File: src/rtl/jtag_pkg.sv
// Shared JTAG scan definitions: 2-bit opcode seeds, IR capture pattern and decoded selection types.
package jtag_pkg;

  // Opcodes are zero-extended to IR width; BYPASS is its bit replicated to all-ones.
  localparam logic [1:0] OP_EXTEST         = 2'b00;
  localparam logic [1:0] OP_SAMPLE_PRELOAD = 2'b10;
  localparam logic [1:0] OP_IDCODE         = 2'b01;
  localparam logic [1:0] OP_BYPASS         = 2'b11;
  localparam logic [1:0] IR_CAPTURE        = 2'b01;

  typedef enum logic [1:0] {
    SEL_BYPASS,
    SEL_IDCODE,
    SEL_BSR
  } dr_sel_e;

  typedef enum logic [2:0] {
    ACT_NONE,
    ACT_CAPTURE_IR,
    ACT_CAPTURE_DR,
    ACT_SHIFT_IR,
    ACT_SHIFT_DR,
    ACT_UPDATE_IR,
    ACT_UPDATE_DR
  } scan_act_e;

endpackage

File: src/rtl/tap_scan_datapath_if.sv
// TAP-side scan bus: state strobes, TDI, Select and Enable from the controller; retimed TDO back.
interface tap_scan_datapath_if;
  logic TDI;
  logic CaptureDR;
  logic ShiftDR;
  logic UpdateDR;
  logic CaptureIR;
  logic ShiftIR;
  logic UpdateIR;
  logic Select;
  logic Enable;
  logic TDO;
  logic TDO_OE;

  modport master (
    output TDI, CaptureDR, ShiftDR, UpdateDR, CaptureIR, ShiftIR, UpdateIR, Select, Enable,
    input  TDO, TDO_OE
  );

  modport slave (
    input  TDI, CaptureDR, ShiftDR, UpdateDR, CaptureIR, ShiftIR, UpdateIR, Select, Enable,
    output TDO, TDO_OE
  );
endinterface

File: src/rtl/bsr_cell.sv
// One boundary-scan cell: capture/shift flop (mode mux picks pin or chain) feeding a parallel update latch.
module bsr_cell (
  input  logic clk,
  input  logic rst_n,
  input  logic capture,
  input  logic shift,
  input  logic update,
  input  logic pin_in,
  input  logic scan_in,
  output logic scan_out,
  output logic pin_out
);

  logic mode_d;

  assign mode_d = capture ? pin_in : scan_in;

  always_ff @(posedge clk or negedge rst_n) begin
    if (!rst_n)
      scan_out <= 1'b0;
    else if (capture || shift)
      scan_out <= mode_d;
  end

  always_ff @(posedge clk or negedge rst_n) begin
    if (!rst_n)
      pin_out <= 1'b0;
    else if (update)
      pin_out <= scan_out;
  end

endmodule

File: src/rtl/tap_scan_datapath.sv
// JTAG scan datapath: IR, bypass, BSR chain and negedge TDO retime.
// Define JTAG_IDCODE_EN to add the 32-bit IDCODE register and make IDCODE the reset instruction.
module tap_scan_datapath
  import jtag_pkg::*;
#(
  parameter int          IR_WIDTH   = 4,
  parameter int          BSR_LEN    = 8,
  parameter logic [31:0] IDCODE_VAL = 32'h1000_0001
) (
  input  logic                TCK,
  input  logic                TRSTn,
  tap_scan_datapath_if.slave  tap,
  input  logic [BSR_LEN-1:0]  PinIn,
  output logic [BSR_LEN-1:0]  PinOut,
  output logic                ExtestMode
);

  localparam logic [IR_WIDTH-1:0] IR_EXTEST = IR_WIDTH'(OP_EXTEST);
  localparam logic [IR_WIDTH-1:0] IR_SAMPLE = IR_WIDTH'(OP_SAMPLE_PRELOAD);
  localparam logic [IR_WIDTH-1:0] IR_BYPASS = {IR_WIDTH{OP_BYPASS[0]}};
  localparam logic [IR_WIDTH-1:0] IR_CAP    = IR_WIDTH'(IR_CAPTURE);
`ifdef JTAG_IDCODE_EN
  localparam logic [IR_WIDTH-1:0] IR_IDCODE = IR_WIDTH'(OP_IDCODE);
  localparam logic [IR_WIDTH-1:0] IR_RESET  = IR_IDCODE;
`else
  localparam logic [IR_WIDTH-1:0] IR_RESET  = IR_BYPASS;
`endif

  scan_act_e            act;
  dr_sel_e              dr_sel;
  logic [IR_WIDTH-1:0]  ir_sr;
  logic [IR_WIDTH-1:0]  ir_act;
  logic                 bypass_q;
  logic                 id_lsb;
  logic [BSR_LEN:0]     bsr_chain;
  logic                 capture_dr;
  logic                 shift_dr;
  logic                 update_dr;
  logic                 serial_dr;
  logic                 serial_out;

  // Illegal overlapping strobes resolve Capture > Shift > Update, IR before DR.
  always_comb begin
    act = ACT_NONE;
    if (tap.CaptureIR)      act = ACT_CAPTURE_IR;
    else if (tap.CaptureDR) act = ACT_CAPTURE_DR;
    else if (tap.ShiftIR)   act = ACT_SHIFT_IR;
    else if (tap.ShiftDR)   act = ACT_SHIFT_DR;
    else if (tap.UpdateIR)  act = ACT_UPDATE_IR;
    else if (tap.UpdateDR)  act = ACT_UPDATE_DR;
  end

  assign capture_dr = (act == ACT_CAPTURE_DR);
  assign shift_dr   = (act == ACT_SHIFT_DR);
  assign update_dr  = (act == ACT_UPDATE_DR);

  always_ff @(posedge TCK or negedge TRSTn) begin
    if (!TRSTn)
      ir_sr <= IR_CAP;
    else if (act == ACT_CAPTURE_IR)
      ir_sr <= IR_CAP;
    else if (act == ACT_SHIFT_IR)
      ir_sr <= {tap.TDI, ir_sr[IR_WIDTH-1:1]};
  end

  always_ff @(posedge TCK or negedge TRSTn) begin
    if (!TRSTn)
      ir_act <= IR_RESET;
    else if (act == ACT_UPDATE_IR)
      ir_act <= ir_sr;
  end

  // Unlisted opcodes fall through to BYPASS.
  always_comb begin
    dr_sel = SEL_BYPASS;
    if (ir_act == IR_EXTEST || ir_act == IR_SAMPLE)
      dr_sel = SEL_BSR;
`ifdef JTAG_IDCODE_EN
    else if (ir_act == IR_IDCODE)
      dr_sel = SEL_IDCODE;
`endif
  end

  assign ExtestMode = (ir_act == IR_EXTEST);

  always_ff @(posedge TCK or negedge TRSTn) begin
    if (!TRSTn)
      bypass_q <= 1'b0;
    else if (dr_sel == SEL_BYPASS) begin
      if (capture_dr)
        bypass_q <= 1'b0;
      else if (shift_dr)
        bypass_q <= tap.TDI;
    end
  end

`ifdef JTAG_IDCODE_EN
  logic [31:0] id_sr;

  always_ff @(posedge TCK or negedge TRSTn) begin
    if (!TRSTn)
      id_sr <= 32'h0;
    else if (dr_sel == SEL_IDCODE) begin
      if (capture_dr)
        id_sr <= IDCODE_VAL;
      else if (shift_dr)
        id_sr <= {tap.TDI, id_sr[31:1]};
    end
  end

  assign id_lsb = id_sr[0];
`else
  // Without the register SEL_IDCODE is never decoded, so this constant never reaches TDO.
  assign id_lsb = IDCODE_VAL[0];
`endif

  assign bsr_chain[BSR_LEN] = tap.TDI;

  for (genvar i = 0; i < BSR_LEN; i++) begin : g_bsr
    bsr_cell u_cell (
      .clk      (TCK),
      .rst_n    (TRSTn),
      .capture  (capture_dr && (dr_sel == SEL_BSR)),
      .shift    (shift_dr && (dr_sel == SEL_BSR)),
      .update   (update_dr && (dr_sel == SEL_BSR)),
      .pin_in   (PinIn[i]),
      .scan_in  (bsr_chain[i+1]),
      .scan_out (bsr_chain[i]),
      .pin_out  (PinOut[i])
    );
  end

  always_comb begin
    serial_dr = bypass_q;
    case (dr_sel)
      SEL_IDCODE: serial_dr = id_lsb;
      SEL_BSR:    serial_dr = bsr_chain[0];
      default:    serial_dr = bypass_q;
    endcase
  end

  assign serial_out = tap.Select ? ir_sr[0] : serial_dr;

  always_ff @(negedge TCK or negedge TRSTn) begin
    if (!TRSTn) begin
      tap.TDO    <= 1'b0;
      tap.TDO_OE <= 1'b0;
    end else begin
      tap.TDO    <= serial_out;
      tap.TDO_OE <= tap.Enable;
    end
  end

endmodule

File: src/flat_wrapper.sv
// flat-port wrapper written by rule: the top's interface ports become plain ports
module tap_scan_datapath_flat import jtag_pkg::*;
#(
  parameter int          IR_WIDTH   = 4,
  parameter int          BSR_LEN    = 8,
  parameter logic [31:0] IDCODE_VAL = 32'h1000_0001
)
  (TCK, TRSTn, PinIn, PinOut, ExtestMode, tap_TDI, tap_CaptureDR, tap_ShiftDR, tap_UpdateDR, tap_CaptureIR, tap_ShiftIR, tap_UpdateIR, tap_Select, tap_Enable, tap_TDO, tap_TDO_OE);
  tap_scan_datapath_if tap_i ();
  input  logic TCK;
  input  logic TRSTn;
  input  logic [BSR_LEN-1:0] PinIn;
  output logic [BSR_LEN-1:0] PinOut;
  output logic ExtestMode;
  input wire logic [$bits(tap_i.TDI)-1:0] tap_TDI;
  input wire logic [$bits(tap_i.CaptureDR)-1:0] tap_CaptureDR;
  input wire logic [$bits(tap_i.ShiftDR)-1:0] tap_ShiftDR;
  input wire logic [$bits(tap_i.UpdateDR)-1:0] tap_UpdateDR;
  input wire logic [$bits(tap_i.CaptureIR)-1:0] tap_CaptureIR;
  input wire logic [$bits(tap_i.ShiftIR)-1:0] tap_ShiftIR;
  input wire logic [$bits(tap_i.UpdateIR)-1:0] tap_UpdateIR;
  input wire logic [$bits(tap_i.Select)-1:0] tap_Select;
  input wire logic [$bits(tap_i.Enable)-1:0] tap_Enable;
  output wire logic [$bits(tap_i.TDO)-1:0] tap_TDO;
  output wire logic [$bits(tap_i.TDO_OE)-1:0] tap_TDO_OE;
  assign tap_i.TDI = tap_TDI;
  assign tap_i.CaptureDR = tap_CaptureDR;
  assign tap_i.ShiftDR = tap_ShiftDR;
  assign tap_i.UpdateDR = tap_UpdateDR;
  assign tap_i.CaptureIR = tap_CaptureIR;
  assign tap_i.ShiftIR = tap_ShiftIR;
  assign tap_i.UpdateIR = tap_UpdateIR;
  assign tap_i.Select = tap_Select;
  assign tap_i.Enable = tap_Enable;
  assign tap_TDO = tap_i.TDO;
  assign tap_TDO_OE = tap_i.TDO_OE;
  tap_scan_datapath #(.IR_WIDTH(IR_WIDTH), .BSR_LEN(BSR_LEN), .IDCODE_VAL(IDCODE_VAL)) u_core (.TCK(TCK), .TRSTn(TRSTn), .tap(tap_i), .PinIn(PinIn), .PinOut(PinOut), .ExtestMode(ExtestMode));
endmodule
File: config.mk
export PLATFORM = sky130hd
export DESIGN_NAME = tap_scan_datapath_flat
export DESIGN_NICKNAME = d
export VERILOG_FILES = /design/src/rtl/jtag_pkg.sv /design/src/rtl/tap_scan_datapath_if.sv /design/src/rtl/bsr_cell.sv /design/src/rtl/tap_scan_datapath.sv /design/src/flat_wrapper.sv
export SDC_FILE = /design/constraint.sdc
export NUM_CORES = 1
export LEC_CHECK = 0
export CORE_MARGIN = 2
export CORE_UTILIZATION = 25
export CTS_CLUSTER_DIAMETER = 40
export DETAILED_ROUTE_END_ITERATION = 6
export SYNTH_ARGS = -nofsm -noshare
export SYNTH_HDL_FRONTEND = slang
export SYNTH_SLANG_ARGS = --single-unit
File: constraint.sdc
create_clock -name TCK -period 5.1 [get_ports TCK]
set_clock_uncertainty 0.1 [all_clocks]
set_input_delay 1.53 -clock TCK [delete_from_list [all_inputs] [get_ports TCK]]
set_output_delay 1.53 -clock TCK [all_outputs]
set_load 0.02 [all_outputs]
==> flow_metrics.env <==
export IMPL_syn_area_um2=1260
export IMPL_wire_per_inst_um=12.3
export IMPL_yosysSeqAreaShare_pct=54.2
export IMPL_layout_cells_non_filler=183
export IMPL_fp_row_count=25
export IMPL_numClockSinks=27
export IMPL_start_util_pct=26.3
export IMPL_r2r_end="u_core.tap.TDO"
export IMPL_insertion_delay_ns=0.26
export IMPL_critPathLaunchType="flip-flop"
export IMPL_setup_viol=0
export IMPL_async_flop_share_pct=100
export IMPL_antenna_left=0
export IMPL_dieArea_um2=5620
export IMPL_max_stage_delay_ns=0.38
export IMPL_seq_area_um2=682
export IMPL_vias=749
export IMPL_track_usage_pct=9.29
export IMPL_hold_path_depth=1
export IMPL_synth_top_cell_area_share_pct=39.8
export IMPL_crit_required_ns=3.47
export IMPL_reg2reg_slack_ns=1.21
export IMPL_path_buf_inv=1
export IMPL_drive_above_1_share_pct=37.9
export IMPL_synth_area_top_cells="dfrtp_1 (40%), mux2_2 (25%), dfstp_2 (10%)"
export IMPL_layout_nets=136
export IMPL_ys_seq_elements=27
export IMPL_hold_end="u_core.g_bsr[2].u_cell.pin_out"
export IMPL_ios=30
export IMPL_cts_tree="built"
export IMPL_grt_max_degree=16
export IMPL_cts_root_buf="clkbuf_8"
export IMPL_syn_area_per_cell_um2=13.7
export IMPL_dp_cells=179
export IMPL_diodes=0
export IMPL_power_leakage_nw=0.703
export IMPL_drc=0
export IMPL_arrival_ns=3.36
export IMPL_critPathTopFamily="flip-flops"
export IMPL_cp_depth=1
export IMPL_synth_top_area_cell="dfrtp_1"
export IMPL_dieHeight_um=75.0
export IMPL_die_x_um=75.0
export IMPL_maxSlewHeadroom_pct=67.7
export IMPL_path_cells="buf_2"
export IMPL_path_max_fanout=1
export IMPL_multi_input_area_um2=497
export IMPL_yosysMostFrequentCell="mux2_2"
export IMPL_peakVddDrop_uv=186
export IMPL_min_path_type="flip-flop to flip-flop"
export IMPL_status="complete, no violations"
export IMPL_hpwl_um=1770
export IMPL_antenna_found_initial=0
export IMPL_ff2ff_path_depth=3
export IMPL_r2r_start="u_core.ir_act[0]"
export IMPL_overflow=0
export IMPL_grt_pass1_vias=836
export IMPL_path_clk_slew_ns=0.09
export IMPL_fillers=478
export IMPL_tns_ns=0
export IMPL_finalHoldViolCount=0
export IMPL_tightest_slew_ns=0.483
export IMPL_port_buffers=29
export IMPL_cts_htree_levels=1
export IMPL_crit_path_top_delay_cell="dfrtn_1"
export IMPL_core_um2=4790
export IMPL_p_per_area_nw_per_um2=412
export IMPL_synthFlopType="dfrtp_1"
export IMPL_yosysWarnings=0
export IMPL_drtIter0Drc=21
export IMPL_grt_pass1_wl_um=3880
export IMPL_detail_route_vias_per_cell=4.09
export IMPL_synth_edf_count=0
export IMPL_worstSetupPathType="flip-flop to output pin"
export IMPL_gp_congestion=0.692
export IMPL_synthTopCellsByCount="mux2_2 (28), dfrtp_1 (20), buf_4 (8)"
export IMPL_hp_start="u_core.g_bsr[2].u_cell.pin_out"
export IMPL_synth_nets=111
export IMPL_syn_inst=92
export IMPL_cts_made_buffers=3
export IMPL_yosysUniqueCellTypes=19
export IMPL_cts_buffer_depth=2
export IMPL_max_cap_viol_count=0
export IMPL_firstDrtPassIters=4
export IMPL_areaGrowthSynthToFinish_pct=28.0
export IMPL_crit_path_end_kind="output pin"
export IMPL_routed_wirelength_um=2260
export IMPL_fin_util_pct=33.7
export IMPL_rsz0062_at_grt="no"
export IMPL_slew_viol_final=0
[per-layer routing]
metal  vias to the layer above  track usage (%)  part of all wire (%)
met4                         0             2.38                  0.53
met2                        17             16.4                    51
met1                       374             10.8                    43
met3                         2             3.21                   5.5
li1                        356                -                     -
met5                         -                0                     0
[what timing repair did]
item,4_1_cts,5_1_grt
endpoints found under the setup margin,2,1
setup buffers,0,0
hold buffers,0,0
hold endpoints to repair,0,0
gates resized for setup,7,1
[state kept, by name, summed over array words and instances, names as in the netlist]
signal / cells
u_core.g_bsr.u_cell.pin_out: 8
u_core.tap.TDO: 1
u_core.bypass_q: 1
u_core.tap.TDO_OE: 1
u_core.ir_sr: 4
u_core.ir_act: 4
u_core.g_bsr.u_cell.scan_out: 8
[where the power goes]
part / internal (mW) / total (mW) / switching, mW
combinational: 0.134 / 0.225 / 0.0914
sequential: 0.282 / 0.321 / 0.0391
clock: 0.0546 / 0.117 / 0.0625
total: 0.470 / 0.663 / 0.193
[cell type report]
cell class,count,area share (%)
clock buffer,3,2.56
timing repair buffer,31,18.3
clock inverter,1,0.311
sequential,27,42.3
multi-input combinational,52,30.8
inverter,2,0.466
tap,67,5.20
[worst max path at each step]
stage,slack [ns],endpoint,start
2_1_floorplan,0.45,tap_TDO,u_core.tap.TDO
3_3_place_gp,-0.04,tap_TDO_OE,u_core.tap.TDO_OE
3_5_place_dp,-0.05,tap_TDO_OE,u_core.tap.TDO_OE
4_1_cts,0.0005,tap_TDO,u_core.tap.TDO
5_1_grt,0.05,tap_TDO_OE,u_core.tap.TDO_OE
6_report,0.11,tap_TDO_OE,u_core.tap.TDO_OE
[stage by stage]
stage | power (mW) | hold slack (ns) | setup WS (ns) | instance area, um^2
3_3_place_gp | 0.552 | 0.393 | -0.0413 | 1580
6_report | 0.663 | 0.415 | 0.105 | 1610
2_1_floorplan | 0.487 | 0.381 | 0.447 | 1260
4_1_cts | 0.677 | 0.423 | 0.000530 | 1620
3_5_place_dp | 0.557 | 0.400 | -0.0469 | 1580
5_1_grt | 0.709 | 0.447 | 0.0502 | 1610
[cells in the final DEF, fill, tap and decap left out, drive strengths merged]
| cell | n |
|---|---|
| buf | 4 |
| clkbuf | 3 |
| dfrtp | 20 |
| nand4b | 1 |
| clkdlybuf4s50 | 27 |
| a211oi | 2 |
| mux2i | 6 |
| clkinv | 1 |
| dfrtn | 2 |
| inv | 2 |
| o21ai | 1 |
| nor2 | 4 |
| nand2b | 4 |
| mux2 | 28 |
| nor3 | 1 |
| dfstp | 5 |
| nor4 | 1 |
| nand2 | 3 |
| or3 | 1 |
[kinds of logic after synthesis]
logic type / synth area share (%)
multiplexers: 29.8
flip-flops: 54.2
AND/OR/NAND/NOR: 7.06
buffers and inverters: 6.36
AO/OA/AOI/OAI: 2.58
(Power assumes the default switching activity.)
